`config.mk`:
```
export PLATFORM = sky130hd
export DESIGN_NAME = dmem_responder
export DESIGN_NICKNAME = d
export VERILOG_FILES = /design/src/rtl/dmem_pkg.sv /design/src/rtl/dmem_wbuf.sv /design/src/rtl/dmem_responder.sv
export SDC_FILE = /design/constraint.sdc
export NUM_CORES = 2
export LEC_CHECK = 0
export BUFFER_PORTS_ARGS = -buffer_cell sky130_fd_sc_hd__buf_2
export CAP_MARGIN = 20
export CORE_MARGIN = 4
export CORE_UTILIZATION = 55
export DETAILED_ROUTE_END_ITERATION = 12
export MAX_ROUTING_LAYER = met4
export PLACE_DENSITY = 0.73
export SLEW_MARGIN = 20
export SYNTH_ARGS = -nofsm -noshare
export SYNTH_HDL_FRONTEND = slang
export SYNTH_SLANG_ARGS = --single-unit
```
`constraint.sdc`:
```
create_clock -name Clk -period 6.3 [get_ports Clk]
set_clock_uncertainty 0.05 [all_clocks]
set_input_delay 1.26 -clock Clk [delete_from_list [all_inputs] [get_ports Clk]]
set_output_delay 1.26 -clock Clk [all_outputs]
set_load 0.01 [all_outputs]
```
`src/rtl/dmem_pkg.sv`:
```
// Shared types for the CPU data-memory interface: responder FSM states and
// the request record, which the MEM-stage initiator imports as well.
package dmem_pkg;

  localparam int DMEM_ADDR_W = 16;
  localparam int DMEM_DATA_W = 16;

  typedef enum logic [1:0] {
    IDLE = 2'd0,
    WAIT = 2'd1,
    RESP = 2'd2
  } state_t;

  // The record carries the package widths, so ADDR_W/DATA_W overrides on the
  // responder must be matched by changes here.
  typedef struct packed {
    logic                   we;
    logic [DMEM_ADDR_W-1:0] addr;
    logic [DMEM_DATA_W-1:0] wdata;
  } dmem_req_t;

endpackage

```
`src/rtl/dmem_wbuf.sv`:
```
// Posted-write FIFO for the data-memory responder. Entries are kept in age
// order (slot 0 is the head), so the youngest match is simply the highest
// valid slot whose address matches the lookup.
module dmem_wbuf #(
  parameter int ADDR_W = 8,
  parameter int DATA_W = 16,
  parameter int DEPTH  = 4
) (
  input  logic              Clk,
  input  logic              Rst,
  input  logic              push,
  input  logic [ADDR_W-1:0] push_addr,
  input  logic [DATA_W-1:0] push_data,
  input  logic              pop,
  output logic [ADDR_W-1:0] head_addr,
  output logic [DATA_W-1:0] head_data,
  output logic              full,
  output logic              empty,
  input  logic [ADDR_W-1:0] lk_addr,
  output logic              lk_hit,
  output logic [DATA_W-1:0] lk_data
);

  localparam int CNT_W = $clog2(DEPTH + 1);

  logic [CNT_W-1:0]  count_q;
  logic [CNT_W-1:0]  wr_idx;
  logic [ADDR_W-1:0] addr_q [DEPTH];
  logic [DATA_W-1:0] data_q [DEPTH];

  assign full      = (count_q == CNT_W'(DEPTH));
  assign empty     = (count_q == '0);
  assign head_addr = addr_q[0];
  assign head_data = data_q[0];
  // A pop shifts everything down one slot, so a same-edge push lands one lower.
  assign wr_idx    = pop ? (count_q - 1'b1) : count_q;

  // Occupancy counter; reset discards all buffered entries.
  always_ff @(posedge Clk or posedge Rst) begin
    if (Rst) begin
      count_q <= '0;
    end else begin
      case ({push, pop})
        2'b10:   count_q <= count_q + 1'b1;
        2'b01:   count_q <= count_q - 1'b1;
        default: count_q <= count_q;
      endcase
    end
  end

  // Entry storage: shift on pop, then write the pushed entry (later NBA wins).
  // NOTE: storage has no reset; count_q alone defines which slots are valid.
  always_ff @(posedge Clk) begin
    if (pop) begin
      for (int i = 0; i < DEPTH - 1; i++) begin
        addr_q[i] <= addr_q[i+1];
        data_q[i] <= data_q[i+1];
      end
    end
    for (int i = 0; i < DEPTH; i++) begin
      if (push && (wr_idx == CNT_W'(i))) begin
        addr_q[i] <= push_addr;
        data_q[i] <= push_data;
      end
    end
  end

  // Youngest-match lookup: scan oldest to youngest, last hit wins.
  always_comb begin
    lk_hit  = 1'b0;
    lk_data = '0;
    for (int i = 0; i < DEPTH; i++) begin
      if ((CNT_W'(i) < count_q) && (addr_q[i] == lk_addr)) begin
        lk_hit  = 1'b1;
        lk_data = data_q[i];
      end
    end
  end

endmodule

```
`src/rtl/dmem_responder.sv`:
```
// Responder end of the CPU data-memory interface: one request at a time over
// valid/ready, serviced against a word array after WAIT_CYCLES extra cycles,
// answered with a one-cycle rsp_valid pulse. Define DMEM_WBUF_EN to compile
// in the posted-write buffer (store posting, load forwarding, idle drain).
module dmem_responder
  import dmem_pkg::*;
#(
  parameter int ADDR_W      = DMEM_ADDR_W,
  parameter int DATA_W      = DMEM_DATA_W,
  parameter int DEPTH_LOG2  = 8,
  parameter int WAIT_CYCLES = 2,
  parameter int WBUF_DEPTH  = 4
) (
  input  logic              Clk,
  input  logic              Rst,
  input  logic              req_valid,
  output logic              req_ready,
  input  logic              req_we,
  input  logic [ADDR_W-1:0] req_addr,
  input  logic [DATA_W-1:0] req_wdata,
  output logic              rsp_valid,
  output logic [DATA_W-1:0] rsp_rdata,
  output logic              rsp_err,
  output logic              busy
);

  localparam int CNT_W = (WAIT_CYCLES > 1) ? $clog2(WAIT_CYCLES) : 1;
  localparam logic [CNT_W-1:0] CNT_LOAD =
    (WAIT_CYCLES > 0) ? CNT_W'(WAIT_CYCLES - 1) : '0;

  state_t            state_q, state_d;
  logic [CNT_W-1:0]  cnt_q;
  dmem_req_t         cap_q;
  dmem_req_t         acc;
  logic [DATA_W-1:0] mem [0:(1<<DEPTH_LOG2)-1];

  logic                  accept;
  logic                  slow_accept;
  logic                  enter_resp;
  logic                  acc_oor;
  logic                  fast_rsp;
  logic [DATA_W-1:0]     fast_rdata;
  logic                  wbuf_empty;
  logic                  mem_we;
  logic [DEPTH_LOG2-1:0] mem_waddr;
  logic [DATA_W-1:0]     mem_wdata;

  assign accept = req_valid && req_ready;
  // In IDLE the live request is the one being accepted; afterwards use the copy.
  assign acc     = (state_q == IDLE) ? {req_we, req_addr, req_wdata} : cap_q;
  assign acc_oor = |acc.addr[ADDR_W-1:DEPTH_LOG2];

`ifdef DMEM_WBUF_EN
  logic                  wbuf_full;
  logic                  wbuf_push;
  logic                  wbuf_pop;
  logic                  wbuf_hit;
  logic [DEPTH_LOG2-1:0] wbuf_head_addr;
  logic [DATA_W-1:0]     wbuf_head_data;
  logic [DATA_W-1:0]     wbuf_hit_data;

  assign req_ready  = (state_q == IDLE) && !Rst && !(req_we && wbuf_full);
  assign wbuf_push  = accept && req_we && !acc_oor;
  assign fast_rsp   = wbuf_push || (accept && !req_we && !acc_oor && wbuf_hit);
  assign fast_rdata = req_we ? '0 : wbuf_hit_data;
  // Drain only on idle cycles without an accept, so the array stays single-port.
  assign wbuf_pop   = (state_q == IDLE) && !accept && !wbuf_empty;

  dmem_wbuf #(
    .ADDR_W (DEPTH_LOG2),
    .DATA_W (DATA_W),
    .DEPTH  (WBUF_DEPTH)
  ) u_wbuf (
    .Clk       (Clk),
    .Rst       (Rst),
    .push      (wbuf_push),
    .push_addr (req_addr[DEPTH_LOG2-1:0]),
    .push_data (req_wdata),
    .pop       (wbuf_pop),
    .head_addr (wbuf_head_addr),
    .head_data (wbuf_head_data),
    .full      (wbuf_full),
    .empty     (wbuf_empty),
    .lk_addr   (req_addr[DEPTH_LOG2-1:0]),
    .lk_hit    (wbuf_hit),
    .lk_data   (wbuf_hit_data)
  );

  assign mem_we    = wbuf_pop || (enter_resp && acc.we && !acc_oor);
  assign mem_waddr = wbuf_pop ? wbuf_head_addr : acc.addr[DEPTH_LOG2-1:0];
  assign mem_wdata = wbuf_pop ? wbuf_head_data : acc.wdata;
`else
  assign req_ready  = (state_q == IDLE) && !Rst;
  assign fast_rsp   = 1'b0;
  assign fast_rdata = '0;
  assign wbuf_empty = 1'b1;
  assign mem_we     = enter_resp && acc.we && !acc_oor;
  assign mem_waddr  = acc.addr[DEPTH_LOG2-1:0];
  assign mem_wdata  = acc.wdata;
`endif

  assign slow_accept = accept && !fast_rsp;
  assign busy        = (state_q != IDLE) || !wbuf_empty;

  // Next-state decode and RESP-entry strobe.
  // NOTE: every always_comb output gets a default first so no latch is inferred.
  always_comb begin
    state_d = state_q;
    case (state_q)
      IDLE:    if (slow_accept) state_d = (WAIT_CYCLES == 0) ? RESP : WAIT;
      WAIT:    if (cnt_q == '0) state_d = RESP;
      RESP:    state_d = IDLE;
      default: state_d = IDLE;
    endcase
    enter_resp = (state_d == RESP) && (state_q != RESP);
  end

  // State register, wait counter and captured request.
  // NOTE: sequential state uses non-blocking assignments only.
  always_ff @(posedge Clk or posedge Rst) begin
    if (Rst) begin
      state_q <= IDLE;
      cnt_q   <= '0;
      cap_q   <= '0;
    end else begin
      state_q <= state_d;
      if (slow_accept) begin
        cnt_q <= CNT_LOAD;
        cap_q <= acc;
      end else if ((state_q == WAIT) && (cnt_q != '0)) begin
        cnt_q <= cnt_q - 1'b1;
      end
    end
  end

  // Response registers: pulse valid, register load data or zero for stores/errors.
  always_ff @(posedge Clk or posedge Rst) begin
    if (Rst) begin
      rsp_valid <= 1'b0;
      rsp_rdata <= '0;
      rsp_err   <= 1'b0;
    end else begin
      rsp_valid <= enter_resp || fast_rsp;
      if (enter_resp) begin
        rsp_err   <= acc_oor;
        rsp_rdata <= (acc.we || acc_oor) ? '0 : mem[acc.addr[DEPTH_LOG2-1:0]];
      end else if (fast_rsp) begin
        rsp_err   <= 1'b0;
        rsp_rdata <= fast_rdata;
      end
    end
  end

  // Word array write port.
  // NOTE: the array is deliberately left out of reset; contents survive Rst.
  always_ff @(posedge Clk) begin
    if (mem_we) mem[mem_waddr] <= mem_wdata;
  end

endmodule

```
* Yosys cells after proc, flatten, opt, wreduce, memory -nomap -nowiden
Memories as Yosys holds them, arrays and structs flattened.
Cells that the tools add are included.
** Operators by class
- $add $sub $neg :: 1
- Equal/unequal tests :: 3
- Mux-type cells :: 9
- Reductions and logical operators :: 13
** Operators with widths (number)
- 2-to-1 mux 33 bit :: 1
- 2-to-1 mux 16 bit :: 1
- OR reduction 8 bit :: 1
- logical AND 1 bit :: 6
- 2-to-1 mux 1 bit :: 4
- 2-to-1 mux 2 bit :: 2
- one-hot mux 2 bit (2 select lines) :: 1
- nonzero test 2 bit :: 2
- == test 2 x 1 -> 1 bit, second input constant :: 1
- == test 2 bit, second input constant :: 1
- logical NOT 1 bit :: 2
- logical NOT 2 bit :: 1
- inequality test 2 bit, second input constant :: 1
- logical OR 1 bit :: 1
- subtractor 1 bit, second input constant :: 1
** Word-level totals
- Bits in registers :: 54
- Bits in writable memories :: 4096
- Input bits :: 36
- Word-level logic and storage cells :: 35
- Memories kept :: 1
** Memories
- mem :: words 256, bits a word 16, read ports 1, clocked after memory_dff 0, write ports 1, line dmem_responder.sv:35 : logic [DATA_W-1:0] mem [0:(1<<DEPTH_LOG2)-1];

* Depth between registers and ports, before layout
- Depth in word-level cells :: 11
- Mapped depth :: 16

* Worst setup path before layout
OpenSTA, ideal clock, no wires.
- Path type :: register -> register
- Start :: register state_q[0]
- End :: memory mem[0][0], data pin
- Library setup time :: 0.825 ns
- Arrival time :: 4.518 ns
- Data required time :: 5.425 ns
- Setup slack :: 0.907 ns
- Stages on the path, launching flop included :: 7
- Path buffers :: 3
- Cells stage by stage :: dfrtp_1 > nor2_4 > buf_2 > clkbuf_1 > buf_1 > nand2_1 > nand2_1
** RTL lines
- start: declaration :: line dmem_responder.sv:31 : state_t state_q, state_d;
- start signal: assignment :: line dmem_responder.sv:126 : state_q <= state_d;
- end: declaration :: line dmem_responder.sv:35

* Worst setup path after layout
- Start :: register state_q[0]
- End :: register rsp_rdata[14]
** Between the ends
- Cells in the longest elaborated chain, start to end :: 7
- Elaborated cells on any way between the ends :: 15
- Those cells by class :: 3 x eq/ne; 5 x mux; 6 x reduce/logical; 1 x memory
** RTL lines
- parallel branches: the longest is 7 deep, another holds memory (256 x 16 bit)
- end signal: assignment :: line dmem_responder.sv:146 : rsp_rdata <= (acc.we || acc_oor) ? '0 : mem[acc.addr[DEPTH_LOG2-1:0]];
- end signal: assignment :: line dmem_responder.sv:149 : rsp_rdata <= fast_rdata;
- end: declaration :: line dmem_responder.sv:22 : output logic [DATA_W-1:0] rsp_rdata,
Parallel ways; which one is timed is not known.
A chain may end at the register's enable or synchronous reset.

==> results.md <==
* Status: finished clean
* Clock power share at 24.3%
* Max layer used: met4
* Global route overflow at 0
* Vias in the first global route at 98440
* Final setup vio count at 0
* Core area at 293600 µm²
* Clock sink total at 4150
* First-pass GRT wire length at 746800 µm
* Final Hold Viols at 0
* CP required at 7.17 ns
* Hold Crit Start: cnt_q
* NetSw at 39.05 mW
* Wire length per cell at 34.86 µm
* Netlist Area Pre-Place at 162100 µm²
* Worst-path clk slew at 0.06 ns
* Reg2reg end: rsp_rdata[14]
* Synth Flop Type: edfxtp_1
* Met3 wire length at 81850 µm
* Pleak at 61.41 nW
* CP arrival at 6.46 ns
* CTS Hold Buffers Added at 0
* CTS tree: yes
* Die X-Extent at 550.8 µm
* M1 WL at 180400 µm
* Post-CTS setup buffers at 0
* Clk_lat worst skew at 1.00 ns
* Hold endpoint: cnt_q
* Worst R2R Path Depth at 13
* Max cap viols at 0
* Sequential area share after synthesis at 76.73%
* Clock period minus worst slack at 5.591 ns
* Port bufs at 55
* Inserted Clock Buffers at 405
* H-tree Lvls at 5
* Global Route Usage Sum at 35.95%
* IO Pins at 56
* Cells after Synth at 10514
* Die area at 303400 µm²
* Post-synth cell types at 71
* Most frequent cells in the layout: 4096 x edfxtp_1, 2533 x nand2_1, 672 x nand3_1
* Post-DP HPWL at 323200 µm
* Period utilization at 88.75%
* Nets@finish at 11099
* Initial antenna violation count at 42
* Slew Limit Fails at 0
* RSZ-0062 raised after global routing: false
* Slew margin rel. at 9.168%
* Critical Path Fanout Max at 26
* Placer Congestion at 0.9934
* CTS resizes at 0
* Final core occ at 62.75%
* Synth Area per Inst at 15.41 µm²
* Mean number of vias per cell at 6.752
* Via count at 103665
* Pwr/cell area at 531.2 nW/µm²
* Max Fclk at 178.8 MHz
* Largest net degree at the start of global routing at 169
* Met2 WL post-DR at 233800 µm
* Internal power at 58.80 mW
* Post-synth ARST share at 1.301%
* Worst Setup End Kind: register
* Final worst setup slack at 0.7087 ns
* Share of layout cells above drive strength 1 at 15.44%
* Commonest non-fill, non-tap cell in the layout: edfxtp_1
* Root Driver: clkbuf_16
* Area delta synth->final at 13.67%
* Reg2Reg Launch Point: state_q[0]
* Syn. warnings at 0
* Hold Crit Class: register to register
* Setup tns final at 0 ns
* Slew at the pin with the worst max-slew slack at 1.362 ns
* Worst-case clock buffer depth at 4
* Post-synth EDFFs at 4096
* Post-route ant nets at 0
* Die H at 550.8 µm
* Hold path depth at 1
* Yosys reg bits at 4150
* Crit start category: register
* Initial drt markers at 18092
* Flop2flop setup slack at 0.71 ns
* Post-Route WL at 535200 µm
* Reg power frac at 36.8%
* Share of power burned in combinational logic at 38.9%
* Rows at 199
* DRC errors left at 0
* Initial core utilization at 55.20%
* Kind of critical path: register to register
* Worst slack at placement at 0.4680 ns
* Syn Nets at 10550
* First-pass iteration count of the detailed router at 7
* Peak supply drop at 541.5 µV
* Sw Share at 39.91%
[per-layer routing]
| layer | track usage, % | up-vias |
|---|---|---|
| met5 | - | - |
| met4 | 21.21 | 0 |
| met3 | 10.85 | 1669 |
| met2 | 50.54 | 8837 |
| met1 | 46.55 | 51612 |
| li1 | - | 41547 |
[through the flow]
stage          hold slack (ns)  total power, mW  instance area, µm²  instances
3_3_place_gp            0.4077            71.99              171100      14570
3_5_place_dp            0.4156            72.89              171200      14572
2_1_floorplan           0.3998            57.70              162100      10514
4_1_cts                 0.4174            96.28              184000      15307
5_1_grt                 0.4207            99.73              184200      15342
6_report                0.4280            97.85              184200      15353
[worst max-delay path by stage]
stage                start            end  slack [ns]  depth (start not counted)
2_1_floorplan   state_q[0]      mem[0][0]        0.91                          6
3_3_place_gp   req_addr[6]   rsp_rdata[3]        0.53                         11
3_5_place_dp   req_addr[0]   rsp_rdata[1]        0.47                         12
4_1_cts         state_q[0]  rsp_rdata[14]        0.84                         13
5_1_grt         state_q[0]  rsp_rdata[14]        0.55                         13
6_report        state_q[0]  rsp_rdata[14]        0.71                         13
[area by class of cell]
cell class,instances,area [µm²]
Sequential cell,4150,124300
Fill cell,20265,109400
Multi-Input combinational cell,5684,34750
Clock buffer,501,10570
Timing Repair Buffer,815,7197
Tap cell,3919,4903
Clock inverter,234,2292
Antenna cell,43,107.6
Inverter,7,26.28
[synth_stat cells (8+ instances only)]
cell type	n	area (µm²)
edfxtp_1	4096	123000
nand2_1	2552	9579
nand3_1	672	3363
mux2i_1	399	3994
a32oi_1	341	2987
buf_2	320	1602
nor2_1	316	1186
a31oi_1	309	1933
mux4_2	224	5045
clkbuf_1	164	615.6
and3_1	138	863.3
o21ai_0	125	625.6
a311oi_1	108	945.9
buf_4	96	720.7
a21oi_1	83	415.4
a211oi_1	72	540.5
buf_1	63	236.5
dfrtp_1	54	1351
nand4_1	43	269.0
mux2_2	31	349.1
nor4_1	31	193.9
a22oi_1	28	210.2
a2111oi_0	26	227.7
buf_6	25	281.5
nor3_1	24	120.1
o2111ai_1	15	131.4
o41ai_1	13	113.9
o31ai_1	12	90.09
a32o_1	10	100.1
o22ai_1	10	62.56
a221oi_1	8	70.07
and2_1	8	50.05
o21ai_1	8	40.04
o221ai_1	8	70.07
[worst max-delay path, stage by stage, from the launching register on]
cell,delay [ns]
dfrtp_1,0.57
nor2_4,0.53
buf_4,0.36
mux2i_4,0.82
buf_4,0.42
nand2_1,0.09
buf_4,0.31
a211oi_1,0.60
a22oi_1,0.21
a31oi_1,0.76
buf_4,0.29
nor4_1,0.10
buf_4,0.21
a21oi_1,0.13
[flip-flops by register name (all words and copies together), names as in the netlist]
register   cells
rsp_rdata     16
cap_q         33
state_q        2
rsp_valid      1
mem         4096
rsp_err        1
cnt_q          1
[power by group through the flow]
stage / clock (mW) / sequential [mW] / combinational, mW
after floorplan: 0 / 38.2 / 19.5
after global placement: 0 / 36.5 / 35.5
after detailed placement: 0 / 36.6 / 36.3
after CTS: 23.8 / 36.0 / 36.5
after global routing: 25.0 / 36.0 / 38.7
final: 23.8 / 36.0 / 38.0
[cells by family (layout without fill, tap and decap cells)]
kind of cell | after synthesis | in the layout | synth area share [%]
buf+inv | 680 | 1557 | 2.201
simple gates | 3818 | 3818 | 9.799
compound gates | 1212 | 1212 | 5.472
mux | 654 | 654 | 5.793
other cells | 0 | 43 | 0
flops | 4150 | 4150 | 76.73
(Power assumes the default switching activity.)
